File: config.mk
export PLATFORM = sky130hd
export DESIGN_NAME = kbd_cmd_arbiter
export DESIGN_NICKNAME = d
export VERILOG_FILES = /design/src/rtl/turf_kbd_pkg.sv /design/src/rtl/kbd_prefix_decode.sv /design/src/rtl/kbd_cmd_arbiter.sv
export SDC_FILE = /design/constraint.sdc
export NUM_CORES = 1
export LEC_CHECK = 0
export BUFFER_PORTS_ARGS = -buffer_cell sky130_fd_sc_hd__buf_2
export CAP_MARGIN = 20
export CELL_PAD_IN_SITES_DETAIL_PLACEMENT = 0
export CELL_PAD_IN_SITES_GLOBAL_PLACEMENT = 1
export CORE_AREA = 2 2 78 80
export DETAILED_ROUTE_END_ITERATION = 8
export DIE_AREA = 0 0 80 82
export GPL_TIMING_DRIVEN = 1
export PLACE_DENSITY_LB_ADDON = 0.1
export RECOVER_POWER = 50
export REMOVE_ABC_BUFFERS = 1
export SETUP_SLACK_MARGIN = 0.02
export SLEW_MARGIN = 20
export SYNTH_ARGS = -nofsm -noshare
export SYNTH_HDL_FRONTEND = slang
export SYNTH_SLANG_ARGS = --single-unit
File: constraint.sdc
create_clock -name CLOCK_50 -period 3.8 [get_ports CLOCK_50]
set_input_delay 0.57 -clock CLOCK_50 [delete_from_list [all_inputs] [get_ports CLOCK_50]]
set_output_delay 0.57 -clock CLOCK_50 [all_outputs]
set_load 0.02 [all_outputs]
File: src/rtl/turf_kbd_pkg.sv
// Shared scan-code constants, action encoding and key map for the two-player
// PS/2 keyboard command path.
package turf_kbd_pkg;

  localparam logic [7:0] SC_E0    = 8'hE0;
  localparam logic [7:0] SC_F0    = 8'hF0;
  localparam logic [7:0] SC_W     = 8'h1D;
  localparam logic [7:0] SC_S     = 8'h1B;
  localparam logic [7:0] SC_A     = 8'h1C;
  localparam logic [7:0] SC_D     = 8'h23;
  localparam logic [7:0] SC_SPACE = 8'h29;
  localparam logic [7:0] SC_UP    = 8'h75;
  localparam logic [7:0] SC_DOWN  = 8'h72;
  localparam logic [7:0] SC_LEFT  = 8'h6B;
  localparam logic [7:0] SC_RIGHT = 8'h74;
  localparam logic [7:0] SC_QUOTE = 8'h52;

  localparam int unsigned N_PLAYERS = 2;
  localparam int unsigned N_ACTIONS = 5;

  typedef enum logic [2:0] {
    ACT_UP    = 3'd0,
    ACT_DOWN  = 3'd1,
    ACT_LEFT  = 3'd2,
    ACT_RIGHT = 3'd3,
    ACT_FIRE  = 3'd4
  } action_t;

  typedef enum logic [1:0] {
    IDLE,
    EXT,
    BRK,
    EXT_BRK
  } prefix_state_t;

  typedef struct packed {
    logic       hit;
    logic       player;
    logic [2:0] action;
  } key_map_t;

  // Non-extended 75/72/6B/74 are keypad keys and deliberately miss.
  function automatic key_map_t kbd_map(input logic [7:0] code, input logic ext);
    key_map_t m;
    m = '0;
    if (!ext) begin
      case (code)
        SC_W:     begin m.hit = 1'b1; m.player = 1'b0; m.action = ACT_UP;    end
        SC_S:     begin m.hit = 1'b1; m.player = 1'b0; m.action = ACT_DOWN;  end
        SC_A:     begin m.hit = 1'b1; m.player = 1'b0; m.action = ACT_LEFT;  end
        SC_D:     begin m.hit = 1'b1; m.player = 1'b0; m.action = ACT_RIGHT; end
        SC_SPACE: begin m.hit = 1'b1; m.player = 1'b0; m.action = ACT_FIRE;  end
        SC_QUOTE: begin m.hit = 1'b1; m.player = 1'b1; m.action = ACT_FIRE;  end
        default:  ;
      endcase
    end else begin
      case (code)
        SC_UP:    begin m.hit = 1'b1; m.player = 1'b1; m.action = ACT_UP;    end
        SC_DOWN:  begin m.hit = 1'b1; m.player = 1'b1; m.action = ACT_DOWN;  end
        SC_LEFT:  begin m.hit = 1'b1; m.player = 1'b1; m.action = ACT_LEFT;  end
        SC_RIGHT: begin m.hit = 1'b1; m.player = 1'b1; m.action = ACT_RIGHT; end
        default:  ;
      endcase
    end
    return m;
  endfunction

  function automatic logic [3:0] held_idx(input logic player, input logic [2:0] action);
    return (player ? 4'd5 : 4'd0) + {1'b0, action};
  endfunction

endpackage

File: src/rtl/kbd_prefix_decode.sv
// PS/2 prefix (E0/F0) decoder with idle timeout; emits a combinational
// one-cycle {make/break, player, action} event in the RX_VALID cycle.
module kbd_prefix_decode
  import turf_kbd_pkg::*;
#(
  parameter int unsigned TIMEOUT_CYC = 50000
) (
  input  logic       i_clk,
  input  logic       i_rst_n,
  input  logic       i_rx_valid,
  input  logic [7:0] i_rx_byte,
  input  logic       i_rx_err,
  output logic       o_ev_valid,
  output logic       o_ev_make,
  output logic       o_ev_player,
  output logic [2:0] o_ev_action
);

  localparam int unsigned     CW       = $clog2(TIMEOUT_CYC + 1);
  localparam logic [CW-1:0]   CNT_LAST = CW'(TIMEOUT_CYC - 1);

  prefix_state_t r_state;
  logic [CW-1:0] r_cnt;
  logic          w_done;
  logic          w_ext;
  logic          w_brk;
  key_map_t      w_key;

  always_comb begin
    w_done = 1'b0;
    w_ext  = 1'b0;
    w_brk  = 1'b0;
    if (i_rx_valid && !i_rx_err) begin
      case (r_state)
        IDLE:    w_done = (i_rx_byte != SC_E0) && (i_rx_byte != SC_F0);
        EXT:     begin w_done = (i_rx_byte != SC_F0); w_ext = 1'b1; end
        BRK:     begin w_done = 1'b1; w_brk = 1'b1; end
        EXT_BRK: begin w_done = 1'b1; w_ext = 1'b1; w_brk = 1'b1; end
        default: ;
      endcase
    end
  end

  assign w_key       = kbd_map(i_rx_byte, w_ext);
  assign o_ev_valid  = w_done & w_key.hit;
  assign o_ev_make   = ~w_brk;
  assign o_ev_player = w_key.player;
  assign o_ev_action = w_key.action;

  always_ff @(posedge i_clk or negedge i_rst_n) begin
    if (!i_rst_n) begin
      r_state <= IDLE;
      r_cnt   <= '0;
    end else if (i_rx_valid) begin
      r_cnt <= '0;
      if (i_rx_err) begin
        r_state <= IDLE;
      end else begin
        case (r_state)
          IDLE: begin
            if (i_rx_byte == SC_E0)      r_state <= EXT;
            else if (i_rx_byte == SC_F0) r_state <= BRK;
          end
          EXT:     r_state <= (i_rx_byte == SC_F0) ? EXT_BRK : IDLE;
          default: r_state <= IDLE;
        endcase
      end
    end else if (r_state != IDLE) begin
      if (r_cnt == CNT_LAST) begin
        r_state <= IDLE;
        r_cnt   <= '0;
      end else begin
        r_cnt <= r_cnt + 1'b1;
      end
    end
  end

endmodule

File: src/rtl/kbd_cmd_arbiter.sv
// Two-player keyboard command arbiter: held-key map, per-player pending slot,
// round-robin grant into a valid/ready output register.
// Define KBD_TYPEMATIC_EN to turn repeated makes of a held key into commands.
module kbd_cmd_arbiter
  import turf_kbd_pkg::*;
#(
  parameter int unsigned TIMEOUT_CYC = 50000
) (
  input  logic       CLOCK_50,
  input  logic       RESETN,
  input  logic       RX_VALID,
  input  logic [7:0] RX_BYTE,
  input  logic       RX_ERR,
  output logic       CMD_VALID,
  input  logic       CMD_READY,
  output logic       CMD_PLAYER,
  output logic [2:0] CMD_ACTION,
  output logic [9:0] HELD,
  output logic       DROP
);

  logic                  w_ev_valid;
  logic                  w_ev_make;
  logic                  w_ev_player;
  logic [2:0]            w_ev_action;
  logic [3:0]            w_idx;
  logic                  w_new_cmd;
  logic                  w_out_free;
  logic                  w_load;
  logic                  w_grant;

  logic [9:0]            r_held;
  logic [N_PLAYERS-1:0]  r_pend_v;
  logic [1:0][2:0]       r_pend_act;
  logic                  r_cmd_valid;
  logic                  r_cmd_player;
  logic [2:0]            r_cmd_action;
  logic                  r_drop;
  logic                  r_rr_last;

  kbd_prefix_decode #(.TIMEOUT_CYC(TIMEOUT_CYC)) u_dec (
    .i_clk       (CLOCK_50),
    .i_rst_n     (RESETN),
    .i_rx_valid  (RX_VALID),
    .i_rx_byte   (RX_BYTE),
    .i_rx_err    (RX_ERR),
    .o_ev_valid  (w_ev_valid),
    .o_ev_make   (w_ev_make),
    .o_ev_player (w_ev_player),
    .o_ev_action (w_ev_action)
  );

  assign w_idx = held_idx(w_ev_player, w_ev_action);

`ifdef KBD_TYPEMATIC_EN
  assign w_new_cmd = w_ev_valid & w_ev_make;
`else
  logic w_was_held;
  assign w_was_held = r_held[w_idx];
  assign w_new_cmd  = w_ev_valid & w_ev_make & ~w_was_held;
`endif

  // Last-granted player loses only when both slots are occupied.
  assign w_out_free = ~r_cmd_valid | CMD_READY;
  assign w_load     = w_out_free & (|r_pend_v);
  assign w_grant    = (&r_pend_v) ? ~r_rr_last : r_pend_v[1];

  always_ff @(posedge CLOCK_50 or negedge RESETN) begin
    if (!RESETN) begin
      r_held       <= '0;
      r_pend_v     <= '0;
      r_pend_act   <= '0;
      r_cmd_valid  <= 1'b0;
      r_cmd_player <= 1'b0;
      r_cmd_action <= '0;
      r_drop       <= 1'b0;
      r_rr_last    <= 1'b1;
    end else begin
      r_drop <= 1'b0;
      if (w_ev_valid) r_held[w_idx] <= w_ev_make;
      // A slot drained into the output this cycle may be refilled without a drop.
      for (int unsigned p = 0; p < N_PLAYERS; p++) begin
        if (w_new_cmd && (w_ev_player == 1'(p))) begin
          r_pend_v[p]   <= 1'b1;
          r_pend_act[p] <= w_ev_action;
          if (r_pend_v[p] && !(w_load && (w_grant == 1'(p)))) r_drop <= 1'b1;
        end else if (w_load && (w_grant == 1'(p))) begin
          r_pend_v[p] <= 1'b0;
        end
      end
      if (w_out_free) begin
        r_cmd_valid <= |r_pend_v;
        if (w_load) begin
          r_cmd_player <= w_grant;
          r_cmd_action <= r_pend_act[w_grant];
          r_rr_last    <= w_grant;
        end
      end
    end
  end

  assign CMD_VALID  = r_cmd_valid;
  assign CMD_PLAYER = r_cmd_player;
  assign CMD_ACTION = r_cmd_action;
  assign HELD       = r_held;
  assign DROP       = r_drop;

endmodule

* After elaboration in Yosys (flattened, before gate mapping)
Index checks and enable logic that the tools add are counted.
** Storage, ports and cells
- Register bits :: 43
- Output and inout port bits :: 16
** Operators by class
- $add $sub $neg :: 2
- $lt $le $gt $ge :: 3
- Equal/unequal tests :: 19
- Multiplexer cells :: 37
- Bitwise logic cells :: 11
- Reductions and logical operators :: 24
** Operators with widths (count)
- $mux 16 :: 3
- $eq 8x7->1 const B :: 5
- $pmux 5 s6 :: 1
- $eq 8x5->1 const B :: 3
- $pmux 5 s4 :: 1
- $add 16x1->16 const B :: 1
- $eq 16x16->1 const B :: 1
- $eq 8x6->1 const B :: 2
- $eq 8x8->1 const B :: 2
- $mux 1 :: 16
- $ne 8x8->1 const B :: 2
- $mux 2 :: 7
- $bwmux 10 :: 1
- $reduce_bool 2->1 :: 5
- $logic_and 1x1->1 :: 9
- $mux 3 :: 3
- $not 1->1 :: 6
- $reduce_or 2->1 :: 3
- $lt 4x5->1 const B :: 1
- $mux 5 :: 1
- $ne 5x3->1 const B :: 1
- $add 3x3->4 :: 1
- $and 1x1->1 :: 4
- $bmux 1 s4 :: 1
- 12 further kinds :: 16

* Longest topological paths before layout
- Depth after elaboration :: 15
- Gate-level depth with buffers :: 13

* By module
From an unflattened synthesis, not the netlist that was laid out.
** Second synthesis, totals
- Cell total of the unflattened synthesis :: 253
- Area total of the unflattened synthesis :: 2552.4 um^2
** By module, submodules not included
- kbd_cmd_arbiter :: times used 1, cells each 109, area each 1301.2 um^2, sequential area each 626.9 um^2
- kbd_prefix_decode :: times used 1, cells each 144, area each 1251.2 um^2, sequential area each 450.4 um^2

* Worst setup path after synthesis
Ideal clock, no wire load.
- Path type :: input to register
- Start :: input RX_BYTE[3]
- End :: register r_held[2] (netlist: HELD[2])
- Library setup time :: 0.128 ns
- Arrival :: 3.615 ns
- Required time :: 3.672 ns
- Path slack :: 0.057 ns
- Stages on the path :: 12
- Buffers on the path :: 2
- Cell sequence :: clkbuf_2 > nor3b_1 > nand3_1 > a21oi_1 > ha_1 > nand2_1 > nor2_1 > o21a_1 > or3_1 > buf_2 > or4b_1 > mux2_1
** Between the ends
- Word-level cells in the longest chain between the ends :: 10
** Ends and longest elaborated chain
- start: declaration :: line kbd_cmd_arbiter.sv:12 : input logic [7:0] RX_BYTE,
- $eq 8x7->1, or another cell as far along :: line turf_kbd_pkg.sv:47 : case (code)
- $pmux 5 s6 or $pmux 5 s4 (tied branches) :: line turf_kbd_pkg.sv:47, turf_kbd_pkg.sv:57
- $mux 5 :: line turf_kbd_pkg.sv:46 : if (!ext) begin
- $mux 3 :: line turf_kbd_pkg.sv:69 : return (player ? 4'd5 : 4'd0) + {1'b0, action};
- $add 3x3->4 :: line turf_kbd_pkg.sv:69
- $lt 4x5->1 (not written as such) or $ge 4x1->1 (tied branches) :: line kbd_cmd_arbiter.sv:80 : if (w_ev_valid) r_held[w_idx] <= w_ev_make;
- $logic_and 1x1->1 (not written as such) :: line kbd_cmd_arbiter.sv:80
- $mux 1 (not written as such) :: line kbd_cmd_arbiter.sv:80
- $demux 1 s4 :: line kbd_cmd_arbiter.sv:80
- $bwmux 10 :: line kbd_cmd_arbiter.sv:80
- end signal: indexed assignment :: line kbd_cmd_arbiter.sv:80
- end: declaration :: line kbd_cmd_arbiter.sv:32 : logic [9:0] r_held;
Parallel ways exist; a longest one is shown, timed or not.
A chain may end at the register's enable or synchronous reset.

* Worst setup path after layout
- Start :: input RX_BYTE[5]
- End :: register r_held[2] (netlist: HELD[2])
** RTL lines
- $eq 8x7->1, or another cell as far along :: line turf_kbd_pkg.sv:47
- $pmux 5 s6 * :: line turf_kbd_pkg.sv:47
- $mux 5 * :: line turf_kbd_pkg.sv:46
- net u_dec.o_ev_action[2] :: line kbd_prefix_decode.sv:16 : output logic [2:0] o_ev_action
- $add 3x3->4 * :: line turf_kbd_pkg.sv:69
- $lt 4x5->1 (not written as such) or $ge 4x1->1 (tied branches) :: line kbd_cmd_arbiter.sv:80
- $logic_and 1x1->1 (not written as such) :: line kbd_cmd_arbiter.sv:80
- $mux 1 (not written as such) :: line kbd_cmd_arbiter.sv:80
- $demux 1 s4 * :: line kbd_cmd_arbiter.sv:80
- $bwmux 10 * :: line kbd_cmd_arbiter.sv:80
The timed path passes the listed nets; every way through them passes the cells marked *.

==> impl_metrics.yaml <==
synth:
  synthMuxAreaShare: 0.103
  synthTopCellsByArea: "dfrtp_1 41%, mux2_1 5.7%, nor2_1 2.9%"
  avgSynthCellArea_um2: 10.2
  yosysTopAreaCell: "dfrtp_1"
  synth_xor_area_frac: 0.0306
  seq_area_frac_synth: 0.418
  netlist_area_um2: 2580
  ys_ff_latch: 43
  netlist-cell-type-count: 65
  synthAdderAreaFrac: 0.0194
  synth_top_area_share: 0.408
  synthCells: 253
  yosys_warnings: 0
  synth_simple_gate_area_frac: 0.268
  synth_top_family_by_area: "simple AND/OR/NAND/NOR gates"
  synthArstFlopShare: 1.00
  synth_edf_count: 0
  synth-main-ff-cell: "dfrtp_1"
  synth-compound-area-share: 0.127
setup_path:
  critPathKind: "input pin to flip-flop"
  rrSetupSlack_ps: 560
  slowest_delay_ps: 520
  crit_fanout: 6
  path_cells: "buf_2 -> or3b_1 -> or4b_4 -> a21oi_1 -> ha_1 -> nand2_1 -> nor2_1 -> o21a_1 -> or3_1 -> or4b_1 -> mux2_1"
  start_kind: "input pin"
  cp_num_cells: 11
  crit_family: "simple AND/OR/NAND/NOR gates"
  r2r_cells: 11
  end_kind: "flip-flop"
  crit_slowest_cell: "or4b_4"
  required_ps: 3990
  cp_num_buf_inv: 1
  cp.arrival_ps: 3640
min_path:
  hold_depth: 1
  hold_path_class: "flip-flop to flip-flop"
pwr:
  swShare: 0.280
  power_density_nw_per_um2: 300
  p_clk_frac: 0.340
  p_sw_mw: 0.249
  combPwrFrac: 0.118
  leakage_nw: 1.42
  p_int_mw: 0.640
  worst_ir_drop_vdd_mv: 0.195
  p_seq_frac: 0.542
finish:
  area_growth_pct: 14.8
  final_layout_size_suffix_gt1_frac: 0.223
  diodes: 0
  final_nets: 308
  fin_util: 0.515
status:
  violations: "max-capacitance violations, max-slew violations"
  outcome: "finished with violations"
detailed_routing:
  dr.pass1.iters: 4
  drt_iter0_markers: 66
  vias: 2052
  wirelength_mm: 5.52
  post-route-drc-count: 0
  vias_per_cell: 5.59
  wire_per_inst_um: 15.0
  ant_nets: 0
floorplanning:
  ios: 29
  die_h_um: 82
  coreArea_um2: 5750
  initial_core_util: 0.448
  row_count: 28
  dieArea_um2: 6560
  die_w_um: 80
grt:
  grt_pass1_vias: 1995
  gr-total-overflow: 0
  grt_usage: 0.182
  grt_max_degree: 44
  grt_antenna_before_repair: 0
  grt_first_pass_wirelength_mm: 9.19
sta:
  worstMarginPinSlew_ps: 2280
  finalCritPeriodShare: 0.909
  worst_clock_skew_ps: 3.85
  finalMaxSlewViolations: 44
  finalHoldViolations: 0
  whs_ps: 498
  rsz0062_at_grt: "false"
  min_period_ps: 3450
  setup_tns_ps: 0
  timing.fmax_mhz: 290
  slew_headroom: -0.523
  setup_violations: 0
cts:
  cts_tree: "built"
  clk_latency_ps: 300
  postCtsSetupRepairBufs: 0
  postCtsResizedCells: 0
  clkTransAtPathRegs_ps: 90
  cts_sinks: 43
  cts_hold_buf: 0
  cts_root_buffer: "clkbuf_8"
  clockBufferDepth: 2
  cts.htree.levels: 2
  cts_buffers: 5
placed_design:
  hpwl_mm: 4.04
  port_buffers: 28
  gp_congestion: 0.826
flow_run:
  cap_violations: 1
-- sequential cells by signal, indices dropped and copies added, names as in the netlist --
signal         flops
r_pend_act         6
u_dec.r_state      2
HELD              10
r_pend_v           2
r_rr_last          1
DROP               1
CMD_PLAYER         1
CMD_ACTION         3
u_dec.r_cnt       16
CMD_VALID          1
-- layout make-up --
class                           count  area, µm²
Clock buffer                        5       68.8
Clock inverter                      3       23.8
Fill cell                         554       2790
Inverter                           11       41.3
Multi-Input combinational cell    188       1410
Sequential cell                    43       1080
Tap cell                           75       93.8
Timing Repair Buffer               42        239
-- final timing paths --
kind | start | to
max | RX_BYTE[5] | HELD[2]$_DFFE_PN0P_
max reg2reg | u_dec.r_state[0]$_DFFE_PN0P_ | r_pend_act[3]$_DFFE_PN0P_
max in group asynchronous | RESETN | HELD[9]$_DFFE_PN0P_
min in group asynchronous | RESETN | u_dec.r_state[0]$_DFFE_PN0P_
min reg2reg | r_pend_act[0]$_DFFE_PN0P_ | r_pend_act[0]$_DFFE_PN0P_
min | r_pend_act[0]$_DFFE_PN0P_ | r_pend_act[0]$_DFFE_PN0P_
-- cell usage after synthesis, types with 3 or more instances --
cell type	number
dfrtp_1	42
nand3_1	4
or3_1	3
nor3b_1	3
nor3_1	6
mux2_2	4
nor2_1	20
mux2i_1	3
inv_1	11
nand2b_1	6
and3b_1	3
a222oi_1	3
nand4_1	5
ha_1	4
xor2_1	5
a21oi_1	4
nand2_1	16
clkbuf_1	8
o21ai_0	14
nor4_1	4
xnor2_1	4
nand4b_1	3
mux2_1	13
nor2b_1	5
and3_1	11
-- cells in the final DEF, fill, tap and decap left out, types with 4 or more instances in the layout --
cell and instances:
dfrtp_1 42, buf_2 23, nor2_1 20, nand2_1 16, o21ai_0 14, buf_4 14
mux2_1 13, inv_1 11, and3_1 11, nand2b_1 6, nor3_1 6, nor2b_1 5
xor2_1 5, nand4_1 5, clkbuf_8 5, clkbuf_1 5, nand3_1 4, a21oi_1 4
nor4_1 4, mux2_2 4, xnor2_1 4, ha_1 4
-- power by group through the flow --
stage / clock network [mW] / logic, mW / registers (mW)
finish: 0.302 / 0.105 / 0.481
detailed placement: 0 / 0.107 / 0.491
global placement: 0 / 0.107 / 0.490
CTS: 0.314 / 0.107 / 0.481
global route: 0.334 / 0.117 / 0.484
floorplan: 0 / 0.0521 / 0.497
-- stage by stage --
step	setup slack, ps	cells	cell area (µm²)	power, mW
global placement	103	359	2870	0.597
global route	213	367	2960	0.935
detailed placement	42.9	359	2870	0.598
finish	347	367	2960	0.889
CTS	358	367	2960	0.903
floorplan	165	242	2530	0.549
-- routing by layer --
metal  wire length, µm  track usage  part of all wire  vias up
met5                 0            0                 0        -
met1              2620        0.225              0.47     1005
li1                  -            -                 -     1008
met4                76       0.0593             0.014        0
met2              2680        0.319              0.49       30
met3               147       0.0352             0.027        9
-- kinds of logic (layout without fill, tap and decap cells) --
kind of cell / after synthesis / in the layout
AOI/OAI and AO/OA: 43 / 43
xor gates and xnor gates: 9 / 9
adders and majority gates: 4 / 4
buffers and inverters: 22 / 61
DFF: 43 / 43
muxes: 22 / 22
and+or+nand+nor: 110 / 110
(Power assumes the default switching activity.)
